[src/rtl/k_half_adder_if.sv]
// Bundle of operand and result signals for the lane-parallel half adder.
// The master side supplies operands and the slave side (the adder) returns results.
interface k_half_adder_if #(
    parameter int WIDTH = 1,
    parameter int CNT_W = 16
);
    // One extra state is needed for the all-lanes-carry case; WIDTH=1 still gives 1 bit.
    localparam int CNT_BITS = (WIDTH < 1) ? 1 : $clog2(WIDTH + 1);

    logic                in_valid;
    logic [WIDTH-1:0]    a;
    logic [WIDTH-1:0]    b;
    logic                out_valid;
    logic [WIDTH-1:0]    sum;
    logic [WIDTH-1:0]    c_out;
    logic [CNT_BITS-1:0] carry_cnt;
    logic [CNT_W-1:0]    op_cnt;

    modport master (
        output in_valid,
        output a,
        output b,
        input  out_valid,
        input  sum,
        input  c_out,
        input  carry_cnt,
        input  op_cnt
    );

    modport slave (
        input  in_valid,
        input  a,
        input  b,
        output out_valid,
        output sum,
        output c_out,
        output carry_cnt,
        output op_cnt
    );
endinterface

[src/rtl/k_half_adder.sv]
// Registered lane-parallel half adder. Every lane is independent: sum = a ^ b and
// c_out = a & b, both registered with one cycle of latency behind in_valid.
// Also reports how many lanes produced a carry and a saturating count of
// accepted operations. With WIDTH=1 this is a plain registered half adder.
module k_half_adder #(
    parameter int WIDTH = 1,
    parameter int CNT_W = 16
) (
    input logic           clk,
    input logic           rst_n,
    k_half_adder_if.slave bus
);
    localparam int CNT_BITS = (WIDTH < 1) ? 1 : $clog2(WIDTH + 1);
    localparam logic [CNT_W-1:0] OP_MAX = '1;

    generate
        if (WIDTH < 1 || WIDTH > 64) begin : g_width_check
            $error("k_half_adder: WIDTH must be in 1..64");
        end
        if (CNT_W < 1) begin : g_cnt_check
            $error("k_half_adder: CNT_W must be at least 1");
        end
    endgenerate

    logic [WIDTH-1:0]    carry_vec;
    logic [WIDTH-1:0]    sum_vec;
    logic [CNT_BITS-1:0] carry_pop;
    logic [CNT_W-1:0]    op_next;

    logic                out_valid_q;
    logic [WIDTH-1:0]    sum_q;
    logic [WIDTH-1:0]    c_out_q;
    logic [CNT_BITS-1:0] carry_cnt_q;
    logic [CNT_W-1:0]    op_cnt_q;

    // Per-lane half-adder terms; lanes never interact, so there is no carry chain.
    always_comb begin
        sum_vec   = bus.a ^ bus.b;
        carry_vec = bus.a & bus.b;
    end

    // Count the lanes that generate a carry this cycle.
    always_comb begin
        carry_pop = '0;
        for (int i = 0; i < WIDTH; i++) begin
            carry_pop = carry_pop + CNT_BITS'(carry_vec[i]);
        end
    end

    // Next operation count, pinned at the all-ones value once it gets there.
    always_comb begin
        op_next = op_cnt_q;
        if (op_cnt_q != OP_MAX) begin
            op_next = op_cnt_q + CNT_W'(1);
        end
    end

    // Valid flag follows in_valid by one cycle; reset drops it immediately.
    always_ff @(posedge clk or negedge rst_n) begin
        if (!rst_n) begin
            out_valid_q <= 1'b0;
        end else begin
            out_valid_q <= bus.in_valid;
        end
    end

    // Result registers load only on an accepted operation, so unqualified
    // (possibly X) operands never reach them and idle cycles hold the last result.
    always_ff @(posedge clk or negedge rst_n) begin
        if (!rst_n) begin
            sum_q       <= '0;
            c_out_q     <= '0;
            carry_cnt_q <= '0;
        end else if (bus.in_valid) begin
            sum_q       <= sum_vec;
            c_out_q     <= carry_vec;
            carry_cnt_q <= carry_pop;
        end
    end

    // Saturating tally of accepted operations.
    always_ff @(posedge clk or negedge rst_n) begin
        if (!rst_n) begin
            op_cnt_q <= '0;
        end else if (bus.in_valid) begin
            op_cnt_q <= op_next;
        end
    end

    assign bus.out_valid = out_valid_q;
    assign bus.sum       = sum_q;
    assign bus.c_out     = c_out_q;
    assign bus.carry_cnt = carry_cnt_q;
    assign bus.op_cnt    = op_cnt_q;
endmodule

[src/flat_wrapper.sv]
// flat-port wrapper written by rule: the top's interface ports become plain ports
module k_half_adder_flat 
#(
    parameter int WIDTH = 1,
    parameter int CNT_W = 16
)
  (clk, rst_n, bus_in_valid, bus_a, bus_b, bus_out_valid, bus_sum, bus_c_out, bus_carry_cnt, bus_op_cnt);
  k_half_adder_if #(.WIDTH(WIDTH), .CNT_W(CNT_W)) bus_i ();
  input logic clk;
  input logic rst_n;
  input wire logic [$bits(bus_i.in_valid)-1:0] bus_in_valid;
  input wire logic [$bits(bus_i.a)-1:0] bus_a;
  input wire logic [$bits(bus_i.b)-1:0] bus_b;
  output wire logic [$bits(bus_i.out_valid)-1:0] bus_out_valid;
  output wire logic [$bits(bus_i.sum)-1:0] bus_sum;
  output wire logic [$bits(bus_i.c_out)-1:0] bus_c_out;
  output wire logic [$bits(bus_i.carry_cnt)-1:0] bus_carry_cnt;
  output wire logic [$bits(bus_i.op_cnt)-1:0] bus_op_cnt;
  assign bus_i.in_valid = bus_in_valid;
  assign bus_i.a = bus_a;
  assign bus_i.b = bus_b;
  assign bus_out_valid = bus_i.out_valid;
  assign bus_sum = bus_i.sum;
  assign bus_c_out = bus_i.c_out;
  assign bus_carry_cnt = bus_i.carry_cnt;
  assign bus_op_cnt = bus_i.op_cnt;
  k_half_adder #(.WIDTH(WIDTH), .CNT_W(CNT_W)) u_core (.clk(clk), .rst_n(rst_n), .bus(bus_i));
endmodule
[config.mk]
export PLATFORM = sky130hd
export DESIGN_NAME = k_half_adder_flat
export DESIGN_NICKNAME = d
export VERILOG_FILES = /design/src/rtl/k_half_adder_if.sv /design/src/rtl/k_half_adder.sv /design/src/flat_wrapper.sv
export SDC_FILE = /design/constraint.sdc
export NUM_CORES = 1
export LEC_CHECK = 0
export ABC_AREA = 1
export CAP_MARGIN = 20
export CORE_MARGIN = 4
export CORE_UTILIZATION = 50
export DETAILED_ROUTE_END_ITERATION = 12
export GPL_TIMING_DRIVEN = 1
export PLACE_DENSITY = 0.77
export SKIP_CTS_REPAIR_TIMING = 1
export SYNTH_ARGS = -nofsm -noshare
export SYNTH_HDL_FRONTEND = slang
export SYNTH_SLANG_ARGS = --single-unit
export TNS_END_PERCENT = 20
[constraint.sdc]
create_clock -name clk -period 2.1 [get_ports clk]
set_clock_uncertainty 0.2 [all_clocks]
set_input_delay 0.315 -clock clk [delete_from_list [all_inputs] [get_ports clk]]
set_output_delay 0.315 -clock clk [all_outputs]
set_load 0.05 [all_outputs]
Word level (Yosys, flattened, before mapping)
Index checks and enable logic that the tools add are counted.
{ "op_classes": {"add_sub_neg": 1, "n_eq_ne": 1, "bitwise": 2, "n_reduce_logical": 1} }
{ "op_table": {"columns": ["cell", "n"], "rows": [
  ["$add 16x1->16 const B", 1],
  ["$ne 16x16->1 const B", 1],
  ["$reduce_and 2->1", 1],
  ["$and 1x1->1", 1],
  ["$xor 1x1->1", 1]
]} }
{ "word_totals": {"ff_bits": 19, "in_bits": 5, "out_inout_bits": 20, "word_cells": 9} }

Depth between registers and ports, before layout
{ "depth": {"depth_word": 2, "ltp_mapped": 9, "mapped_depth_nobuf": 9} }

Worst setup path after synthesis
No wires, ideal clock.
{ "synth_path": {"path_type": "register to register", "start": "reg u_core.op_cnt_q[0], in the netlist u_core.bus.op_cnt[0]", "end": "reg u_core.op_cnt_q[9], in the netlist u_core.bus.op_cnt[9]", "setup_time_ns": 0.119, "t_arrival_ns": 1.724, "required_ns": 1.781, "setup_slack_ns": 0.057, "stages_incl_launch_ff": 10, "n_path_buf": 1, "period_less_slack_ns": 2.043, "cell_sequence": "dfrtp_1 ha_1 inv_2 nor2_2 nand2_2 nor2_8 nor2_4 buf_6 nand2_2 o21ai_2"} }
{ "synth_via": {"elab_chain_cells": 2, "word_cells_on_any_way": 3, "classes_between": "add/sub: 1; eq/ne: 1; reduce/logical: 1"} }
{ "synth_lines": {"columns": ["item", "line_no", "source"], "rows": [
  ["start, declared", "k_half_adder.sv:34", "logic [CNT_W-1:0] op_cnt_q;"],
  ["start signal, assigned", "k_half_adder.sv:86", "op_cnt_q <= op_next;"],
  ["parallel branches: the longest is 2 deep, another holds $add 16x1->16", null, null]
]} }
Several ways; the timed one is not identified.
A chain may end at the register's enable or synchronous reset.

Worst setup path in the final report
{ "layout_path": {"start": "reg u_core.op_cnt_q[14], in the netlist u_core.bus.op_cnt[14]", "end": "out bus_op_cnt[14]"} }
{ "layout_rtl": {"columns": ["item", "line_no", "source"], "rows": [
  ["end, declared", "flat_wrapper.sv:18", "output wire logic [$bits(bus_i.op_cnt)-1:0] bus_op_cnt;"]
]} }
No word-level cell between the ends.

==> results.py <==
metrics = {
    "synthesis": {
        "ys_ff_latch": 19,
        "synthTopCellsByCount": "66 x nand2_1, 19 x dfrtp_1, 17 x nor2_1",
        "ys_warn_count": 0,
        "synth_top_cell_by_area": "dfrtp_1",
        "yosys.area.top_type_share_pct": 39.75,
        "synth.area.top_cells": "dfrtp_1 40%, nand2_1 21%, nor2_1 5.3%, inv_1 4.4%, nand2_2 3.7%",
        "syn-cell-area_um2": 1196,
        "flip_flop_cell_with_the_highest_count_after_synthesis": "dfrtp_1",
        "syn-num-nets": 170,
        "yosysMostFrequentCell": "nand2_1",
        "avgSynthCellArea_um2": 7.338,
        "synthCells": 163,
        "synth.lib_cells_used.distinct": 23,
        "synth-seq-area-share_pct": 39.75,
        "post_synth_arst_share_pct": 100.0,
        "edff_count_synth": 0,
    },
    "drt": {
        "route.detailed.wl_per_inst_um": 12.19,
        "detail-route-antenna-nets": 0,
        "wl_mm": 2.657,
        "detail_route.drc_violations": 0,
        "dr.pass1.iters": 4,
        "dr.first_iter.drc_count": 28,
        "route.vias.total": 1122,
        "vias_per_cell": 5.147,
    },
    "setup_path": {
        "rr_worst_depth": 9,
        "cp_data_required_time_ps": 1580,
        "worst_path_dominant_cell_family": "buffers and inverters",
        "cpMaxStageDelayCell": "clkdlybuf4s50_1",
        "crit_cells": 1,
        "timing_worst_setup_path_type": "register to output pin",
        "crit_fanout": 4,
        "r2r_setup_slk_ps": 230,
        "worstSetupEndpointType": "output pin",
        "cp.arrival_ps": 1540,
        "critical-path-max-stage-delay_ps": 820,
        "setup.worst_path.start_class": "register",
        "timing.critical_path.cells": "clkdlybuf4s50_1",
        "critical_path.n_buffers_inverters": 1,
    },
    "floorplan": {
        "initial_core_util_pct": 53.05,
        "floorplan.die.width_um": 56.91,
        "die_area_um2": 3239,
        "die_height_um": 56.91,
        "design.core.area_um2": 2255,
        "ios": 25,
        "rows": 17,
    },
    "grt": {
        "globalRouteOverflowTotal": 0,
        "grt_pass1_vias": 1091,
        "antenna_found_initial": 0,
        "grt_start_max_net_pins": 20,
        "grt_first_pass_wirelength_mm": 4.754,
        "track_usage_pct": 18.39,
    },
    "pwr": {
        "worst_vdd_rail_ir_drop_mv": 0.7642,
        "power.density_cell_area_nw_per_um2": 821.8,
        "total_power_after_layout_mw": 1.211,
        "cellLeakagePower_nw": 0.8238,
    },
    "place": {
        "placed_cells": 214,
        "detailedPlacementHpwl_mm": 2.032,
        "finalWeightedCongestion": 0.8169,
        "port_buffer_count": 24,
    },
    "cts": {
        "tritoncts": "done",
        "clock_insertion_delay_worst_skew_ps": 310,
        "cts_sinks": 19,
        "cts_buffers": 3,
        "buffers_from_clock_root_to_sink_at_most": 2,
        "ctsRootBufferMaster": "clkbuf_4",
        "cts_max_level": 1,
        "clkTransAtPathRegs_ps": 120,
    },
    "timing": {
        "worst_hold_slack_ps": 135.0,
        "clock.fmax_mhz": 487.5,
        "post-route-period-util_pct": 97.67,
        "rsz0062_at_grt": "no",
        "setup_viol_count_final": 0,
        "tns_ps": 0,
        "worst_slew_pin_slew_ps": 506.0,
        "maxSlewViolCount": 0,
        "layout_min_cycle_time_ps": 2051,
        "hold_fails_final_rpt": 0,
        "max_transition_margin_pct": 66.21,
    },
    "run": {
        "drv_cap": 0,
    },
    "cells_and_area": {
        "synthToLayoutAreaGrowth_pct": 23.22,
        "count_of_antenna_diodes_in_the_layout": 0,
        "final-instance-count-excl-fill": 218,
        "nNetsFinal": 198,
        "post_route_cells_drive_above_1_share_pct": 19.47,
    },
    "min_path": {
        "timing.hold.worst.class": "input pin to asynchronous set/reset pin",
    },
    "status": {
        "status": "complete, no violations",
    },
}
==> logic make-up (layout without fill, tap and decap cells) <==
| group | after synthesis | after routing | synth area share [%] |
|---|---|---|---|
| AND/OR/NAND/NOR | 113 | 113 | 45.92 |
| buffers and inverters | 20 | 47 | 7.217 |
| flip-flops | 19 | 19 | 39.75 |
| AO/OA/AOI/OAI | 8 | 8 | 4.289 |
| adder cells (fa/ha/maj) | 2 | 2 | 2.092 |
| XOR/XNOR | 1 | 1 | 0.7324 |
==> sequential cells by signal (all words and copies together), names as in the netlist <==
| name | count |
|---|---|
| u_core.bus.sum | 1 |
| u_core.bus.op_cnt | 16 |
| u_core.bus.out_valid | 1 |
| u_core.bus.c_out | 1 |
==> through the flow <==
step                instance area, um2  util [%]  setup slack, ps
floorplan                         1196         -            56.70
global placement                  1435     63.65            170.6
detailed placement                1435     63.65            99.20
CTS                               1461     64.82           -7.703
global route                      1474     65.37            1.065
finish                            1474     65.37            48.92
==> worst register-to-register path, delay by kind of cell (launching register included) <==
family,cells,cell delay (ps)
simple gates,6,630
fa+ha+maj,1,300
flops,1,460
buf+inv,2,180
==> power breakdown <==
group          leakage [nW]  switching [mW]  total, mW  internal (mW)
combinational         0.569           0.353      0.507          0.153
clock                0.0150           0.118      0.193         0.0741
sequential            0.240          0.0879      0.512          0.424
total                 0.824           0.560       1.21          0.652
==> placed cells by master (no fill, tap or decap), types with 2 or more instances in the layout <==
cell type / count
nor2_8: 2
ha_1: 2
dfrtp_1: 19
inv_2: 4
nand4_1: 3
nand2_2: 7
o21ai_0: 2
nand3_1: 6
nor2_1: 17
dlymetal6s2s_1: 5
buf_4: 11
clkbuf_4: 3
o21ai_2: 3
inv_1: 14
nand2_1: 66
o21ai_1: 2
clkdlybuf4s50_1: 9
nand3b_1: 4
nor2_4: 3
nor2_2: 2
==> final cells by class <==
| cell class | count | area, um2 |
|---|---|---|
| multi-input combinational | 124 | 634.4 |
| sequential | 19 | 475.5 |
| timing repair buffer | 25 | 235.2 |
| inverter | 18 | 67.56 |
| tap | 28 | 35.03 |
| clock buffer | 4 | 26.28 |
| fill | 225 | 780.7 |
==> metal layers <==
layer | GRT usage (%) | part of all wire [%] | vias to the layer above
met5 | 0 | 0 | -
met4 | 8.278 | 1.7 | 0
met3 | 3.218 | 6.0 | 5
met2 | 30.02 | 50 | 34
met1 | 23.59 | 42 | 526
li1 | - | - | 557
==> worst paths after layout <==
kind,startpoint,end
min reg2reg,u_core.bus.sum,u_core.bus.sum
max in group asynchronous,rst_n,u_core.bus.out_valid
max reg2reg,u_core.bus.op_cnt[0],u_core.bus.op_cnt[0]
max,u_core.bus.op_cnt[14],bus_op_cnt[14]
min in group clk,u_core.bus.sum,u_core.bus.sum
min,rst_n,u_core.bus.op_cnt[10]
Power figures use the tool's default switching activity.
